`src/rtl/mcuspi_frame_dec.sv`:
```
// MCU SPI frame decoder: hunts a two-byte sync header, indexes FRAME_LEN-byte frames, extracts a big-endian UTC field.
// Latency: utc_upd/frame_err and the committed UTC value appear one clk_sys edge after the tail byte's strobe.
// Backpressure: none; every spi_vld strobe is consumed, back-to-back. Optional tail checksum: define MCUSPI_CHKSUM_EN.
module mcuspi_frame_dec #(
    parameter int unsigned FRAME_LEN = 18,
    parameter int unsigned UTC_OFS   = 8,
    parameter int unsigned UTC_BYTES = 4,
    parameter logic [7:0]  SYNC0     = 8'hEB,
    parameter logic [7:0]  SYNC1     = 8'h90,
    parameter int unsigned WD_CYCLES = 80_000_000
) (
    input  logic                     clk_sys,
    input  logic                     rst_n,
    input  logic [7:0]               spi_data,
    input  logic                     spi_vld,
    output logic [8*UTC_BYTES-1:0]   utc_sec_gps,
    output logic                     utc_upd,
    output logic                     frame_err,
    output logic                     sync_lock,
    output logic [7:0]               err_cnt
);

    localparam int unsigned IDX_W = $clog2(FRAME_LEN);
    localparam int unsigned WD_W  = $clog2(WD_CYCLES + 1);
    localparam int unsigned UTC_W = 8 * UTC_BYTES;

    localparam logic [IDX_W-1:0] IDX_FIRST_BODY = IDX_W'(2);
    localparam logic [IDX_W-1:0] IDX_TAIL       = IDX_W'(FRAME_LEN - 1);
    localparam logic [IDX_W-1:0] IDX_UTC_LO     = IDX_W'(UTC_OFS);
    localparam logic [IDX_W-1:0] IDX_UTC_HI     = IDX_W'(UTC_OFS + UTC_BYTES);
    localparam logic [WD_W-1:0]  WD_MAX         = WD_W'(WD_CYCLES);

    typedef enum logic [1:0] {
        HUNT = 2'd0,
        SYNC = 2'd1,
        BODY = 2'd2
    } state_t;

    state_t              state_q;
    logic [IDX_W-1:0]    idx_q;
    logic [UTC_W-1:0]    utc_buf_q;
    logic [UTC_W-1:0]    utc_sec_q;
    logic                utc_upd_q;
    logic                sync_lock_q;
    logic [7:0]          err_cnt_q;
    logic [WD_W-1:0]     wd_q;
    logic                wd_fired_q;

    logic                in_utc;
    logic                is_tail;
    logic                wd_fire;
    logic                chk_ok;

    // Saturating increment for the error counter.
    function automatic logic [7:0] sat_inc(input logic [7:0] v);
        return (v == 8'hFF) ? v : v + 8'd1;
    endfunction

    assign in_utc  = (idx_q >= IDX_UTC_LO) && (idx_q < IDX_UTC_HI);
    assign is_tail = (idx_q == IDX_TAIL);
    // The watchdog acts once per idle period; a byte in the same cycle wins.
    assign wd_fire = (wd_q == WD_MAX) && !spi_vld && !wd_fired_q;

`ifdef MCUSPI_CHKSUM_EN
    logic [7:0] chk_q;
    logic       frame_err_q;

    assign chk_ok    = (chk_q == spi_data);
    assign frame_err = frame_err_q;

    // Running XOR over header and body; compared against the tail byte.
    always_ff @(posedge clk_sys or negedge rst_n) begin
        if (!rst_n) begin
            chk_q       <= 8'h00;
            frame_err_q <= 1'b0;
        end else begin
            frame_err_q <= 1'b0;
            if (spi_vld) begin
                if (state_q == SYNC && spi_data == SYNC1) begin
                    chk_q <= SYNC0 ^ SYNC1;
                end else if (state_q == BODY) begin
                    if (is_tail) begin
                        frame_err_q <= !chk_ok;
                    end else begin
                        chk_q <= chk_q ^ spi_data;
                    end
                end
            end
        end
    end
`else
    assign chk_ok    = 1'b1;
    assign frame_err = 1'b0;
`endif

    // Idle watchdog: clears on every byte, saturates at WD_CYCLES.
    always_ff @(posedge clk_sys or negedge rst_n) begin
        if (!rst_n) begin
            wd_q       <= '0;
            wd_fired_q <= 1'b0;
        end else if (spi_vld) begin
            wd_q       <= '0;
            wd_fired_q <= 1'b0;
        end else begin
            if (wd_q != WD_MAX) begin
                wd_q <= wd_q + WD_W'(1);
            end
            if (wd_fire) begin
                wd_fired_q <= 1'b1;
            end
        end
    end

    // Frame FSM with registered outputs; UTC is staged in a shadow buffer and committed at the tail.
    always_ff @(posedge clk_sys or negedge rst_n) begin
        if (!rst_n) begin
            state_q     <= HUNT;
            idx_q       <= '0;
            utc_buf_q   <= '0;
            utc_sec_q   <= '0;
            utc_upd_q   <= 1'b0;
            sync_lock_q <= 1'b0;
            err_cnt_q   <= 8'h00;
        end else begin
            utc_upd_q <= 1'b0;
            if (spi_vld) begin
                unique case (state_q)
                    HUNT: begin
                        if (spi_data == SYNC0) begin
                            state_q <= SYNC;
                        end
                    end
                    SYNC: begin
                        if (spi_data == SYNC1) begin
                            state_q <= BODY;
                            idx_q   <= IDX_FIRST_BODY;
                        end else if (spi_data != SYNC0) begin
                            state_q <= HUNT;
                        end
                    end
                    BODY: begin
                        if (is_tail) begin
                            state_q <= HUNT;
                            if (chk_ok) begin
                                utc_sec_q   <= utc_buf_q;
                                utc_upd_q   <= 1'b1;
                                sync_lock_q <= 1'b1;
                            end else begin
                                sync_lock_q <= 1'b0;
                                err_cnt_q   <= sat_inc(err_cnt_q);
                            end
                        end else begin
                            idx_q <= idx_q + IDX_W'(1);
                            if (in_utc) begin
                                // UTC bytes arrive MSB first, so shifting left leaves byte UTC_OFS on top.
                                utc_buf_q <= (utc_buf_q << 8) | UTC_W'(spi_data);
                            end
                        end
                    end
                    default: state_q <= HUNT;
                endcase
            end else if (wd_fire) begin
                state_q     <= HUNT;
                sync_lock_q <= 1'b0;
                if (state_q != HUNT) begin
                    err_cnt_q <= sat_inc(err_cnt_q);
                end
            end
        end
    end

    assign utc_sec_gps = utc_sec_q;
    assign utc_upd     = utc_upd_q;
    assign sync_lock   = sync_lock_q;
    assign err_cnt     = err_cnt_q;

endmodule

```
`config.mk`:
```
export PLATFORM = sky130hd
export DESIGN_NAME = mcuspi_frame_dec
export DESIGN_NICKNAME = d
export VERILOG_FILES = /design/src/rtl/mcuspi_frame_dec.sv
export SDC_FILE = /design/constraint.sdc
export NUM_CORES = 1
export LEC_CHECK = 0
export CORE_ASPECT_RATIO = 1.1
export CORE_MARGIN = 4
export CORE_UTILIZATION = 50
export CTS_BUF_LIST = sky130_fd_sc_hd__clkbuf_8 sky130_fd_sc_hd__clkbuf_16
export DETAILED_ROUTE_END_ITERATION = 16
export PLACE_DENSITY = 0.86
export SETUP_SLACK_MARGIN = 0.4
export SKIP_CTS_REPAIR_TIMING = 1
export SLEW_MARGIN = 40
export SYNTH_ARGS = -nofsm -noshare
export SYNTH_HDL_FRONTEND = slang
export SYNTH_SLANG_ARGS = --single-unit
```
`constraint.sdc`:
```
create_clock -name clk_sys -period 1.9 [get_ports clk_sys]
set_clock_uncertainty 0.05 [all_clocks]
set_input_delay 0.19 -clock clk_sys [delete_from_list [all_inputs] [get_ports clk_sys]]
set_output_delay 0.19 -clock clk_sys [all_outputs]
set_load 0.05 [all_outputs]
```
==> results of run 1 <==
==> flip-flops by register name (all words and copies together), names as in the netlist <==
register,count
utc_buf_q,32
utc_sec_gps,32
wd_q,27
err_cnt,8
idx_q,5
state_q,2
sync_lock,1
utc_upd,1
wd_fired_q,1
==> metrics by stage <==
stage,power (mW),worst slack [ps]
finish,3.94,15.7
global route,4.07,-59.5
CTS,3.91,-59.4
detailed placement,2.52,-27.5
global placement,2.51,40.7
floorplan,2.42,-1.76
==> final cells by class <==
class,count,share of cell area [%]
multi-input combinational,301,37.4
clock buffer,10,2.08
timing repair buffer,92,15.7
tap,114,2.15
sequential,109,41.3
inverter,6,0.453
clock inverter,6,0.943
==> power groups by stage <==
| stage | Combinational (mW) | Clock [mW] | Sequential [mW] |
|---|---|---|---|
| after floorplan | 0.0421 | 0 | 2.38 |
| after global placement | 0.140 | 0 | 2.37 |
| after detailed placement | 0.145 | 0 | 2.37 |
| after CTS | 0.145 | 1.43 | 2.33 |
| after global routing | 0.183 | 1.55 | 2.33 |
| final | 0.166 | 1.44 | 2.33 |
==> synth_stat cells (all sizes together) (4+ instances only) <==
cell type / n
and4: 8
mux2: 33
nand3: 14
nor2: 35
nor3: 4
nand4: 15
and2: 6
xor2: 24
dfrtp: 109
xnor2: 10
ha: 6
buf: 8
o21ai: 5
nor4b: 4
inv: 6
a21oi: 4
nand2: 108
and3: 8
clkbuf: 11
==> cells in the final DEF (no fill, tap or decap), types with 3 or more instances in the layout <==
| cell | count |
|---|---|
| o21ai_1 | 3 |
| nand2_1 | 46 |
| and4_4 | 4 |
| and4_1 | 4 |
| clkbuf_16 | 5 |
| nand2b_1 | 3 |
| dlymetal6s2s_1 | 33 |
| nand2_4 | 23 |
| xnor2_2 | 3 |
| and3_2 | 3 |
| xor2_1 | 24 |
| a21oi_2 | 3 |
| ha_4 | 4 |
| clkbuf_8 | 10 |
| inv_2 | 3 |
| and3_4 | 4 |
| buf_6 | 7 |
| and2_4 | 3 |
| nand4_1 | 14 |
| dfrtp_2 | 7 |
| dfrtp_1 | 102 |
| mux2_4 | 24 |
| nor4b_4 | 3 |
| xnor2_1 | 7 |
| clkdlybuf4s50_1 | 9 |
| nor3_1 | 3 |
| nand3_2 | 5 |
| nand3_1 | 8 |
| nand2_2 | 39 |
| clkbuf_2 | 9 |
| nor2_1 | 32 |
| mux2_2 | 9 |
| and2_1 | 3 |
| buf_12 | 5 |
| buf_4 | 22 |
==> metal layers <==
layer	GRT usage, %	up-vias
li1	-	1624
met1	24.1	1821
met5	0	-
met4	6.64	0
met2	30.4	121
met3	2.60	33
==> cells by family (layout without fill, tap and decap cells) <==
logic type | count (synthesis) | after routing
compound gates | 10 | 10
xor+xnor | 34 | 34
fa+ha+maj | 6 | 6
buf+inv | 25 | 114
flops | 109 | 109
mux | 33 | 33
other cells | 1 | 1
simple gates | 216 | 217
==> final timing paths <==
kind	to	cells past startpoint
worst max-delay path	err_cnt[1]$_DFFE_PN0P_	5
worst min register to register	utc_sec_gps[30]$_DFFE_PN0P_	2
min in group clk_sys	utc_sec_gps[30]$_DFFE_PN0P_	2
max in group asynchronous	utc_sec_gps[26]$_DFFE_PN0P_	3
worst max register to register	err_cnt[1]$_DFFE_PN0P_	5
worst min-delay path	utc_sec_gps[9]$_DFFE_PN0P_	2
==> impl_metrics.toml, run 1 <==
[route]
wl_met3_microns = 650
wl_met2_microns = 6710
met1_length_microns = 4890
drtAntennaViolNets = 0
drt_wl_total_microns = 12700
drc_errors = 0
vias = 3599
highest_layer = "met4"
wl_per_cell_microns = 19.9
first_pass_iters = 4
via_per_inst = 5.64
drt_iter0_drc = 180

[pwr]
pwr-share-clk_pct = 36.6
comb_power_share_pct = 4.2
sequentialPowerShare_pct = 59.2
power.switching_mw = 0.997
vdd_drop_max_uv = 374
p_int_mw = 2.94
p_per_area_nw_per_um2 = 594
switching_share_pct = 25.3
cellLeakagePower_nw = 4.05

[clock_tree]
root_buffer = "clkbuf_8"
cts_max_level = 3
cts_inserted_buffers = 9
cts.clk_slew.worst_paths_ps = 130
cts_sinks = 109
clockBufferDepth = 2
cts_tree = "built"
clk_latency_ps = 390

[setup_path]
worst-setup-path-type = "flop to flop"
cp.arrival_ps = 2100
critPathBufInv = 1
crit_family = "simple AND/OR/NAND/NOR gates"
cpPeakStageDelay_ps = 420
critPathLaunch = "wd_q[19]$_DFFE_PN0P_"
endpoint_kind = "flop"
cp-start-kind = "flop"
cp_data_required_time_ps = 2120
r2r-start = "wd_q[19]$_DFFE_PN0P_"
r2r_slack_ps = 20
cp_max_fo = 8
cp_cell_sequence = "nor4b_4, nand4_2, nor4_4, buf_6, mux2_4"
slowest_stage = "dfrtp_1"

[synthesis]
synth_edf_count = 0
synth_area_leaders = "dfrtp_1 58%, nand2_1 8.6%, mux2_2 7.9%"
synth-seq-cells = 109
yosys_warnings = 0
synth_top_family_by_area = "simple AND/OR/NAND/NOR gates"
yosys.area_share.simple_pct = 22.7
synth_adder_area_share_pct = 1.60
synthMuxAreaShare_pct = 7.90
synth_compound_area_share_pct = 1.12
ys_seq_area_share_pct = 58.0
synth_cells = 434
avgSynthCellArea_sq_um = 10.8
synth_xor_area_share_pct = 6.33
synth_area_sq_um = 4700
synth_cell_types = 33
synthFlopType = "dfrtp_1"
synth.net_count = 451
yosysTopAreaCell = "dfrtp_1"
async_flop_share_pct = 100
synth_top_area_share_pct = 58.0

[sta]
max_freq_ghz = 0.531
hold_viol = 0
rsz0062_at_grt = "true"
holdWs_ps = 152
relSlewSlack_pct = 64.3
setup_violations = 0
drv_slew = 0
fin_tns_setup_ps = 0
worst_slew_pin_slew_ps = 534
timing.final.crit_share_pct = 99.2
min_period_ps = 1880

[layout]
finish.utilization_pct = 73.6
syn_to_final_growth_pct = 41.0
nets = 536
seq_area_sq_um = 2740
fillerInstances = 547
multi_input_area_sq_um = 2480
final_cell_area_sq_um = 6630
insertedDiodeCount = 0
drive_above_1_share_pct = 41.6
layoutNonFillerInstCount = 638

[die]
core_sq_um = 9010
die_w_microns = 100
io_pins = 54
die-area_sq_um = 11000
die_y_microns = 110
rows = 36
initial_utilization_pct = 52.2

[grt]
grtUsageTotal_pct = 18.1
grt_remaining_overflow = 0
grt_first_pass_wirelength_microns = 15700
antenna_found_initial = 0
grt_start_max_net_pins = 61
first_global_vias = 3215

[placed_design]
hpwl_microns = 6550
numPlacedInstances = 602
io_buffers = 52
place_area_sq_um = 5560
gp_congestion = 0.831

[worst_hold_path]
hold_path.class = "input port to async pin"

[flow_run]
drv_cap = 0

[outcome]
outcome = "complete, no violations"
Note: power is estimated with default switching activity, not from simulation.
==> run 2: changes to the inputs <==
--- a/config.mk
+++ b/config.mk
@@ -5,6 +5,7 @@
 export SDC_FILE = /design/constraint.sdc
 export NUM_CORES = 1
 export LEC_CHECK = 0
+export CAP_MARGIN = 20
 export CORE_ASPECT_RATIO = 1.1
 export CORE_MARGIN = 4
 export CORE_UTILIZATION = 50
==> results of run 2 <==
The final DEF is identical to that of run 1; final timing and power are the same.
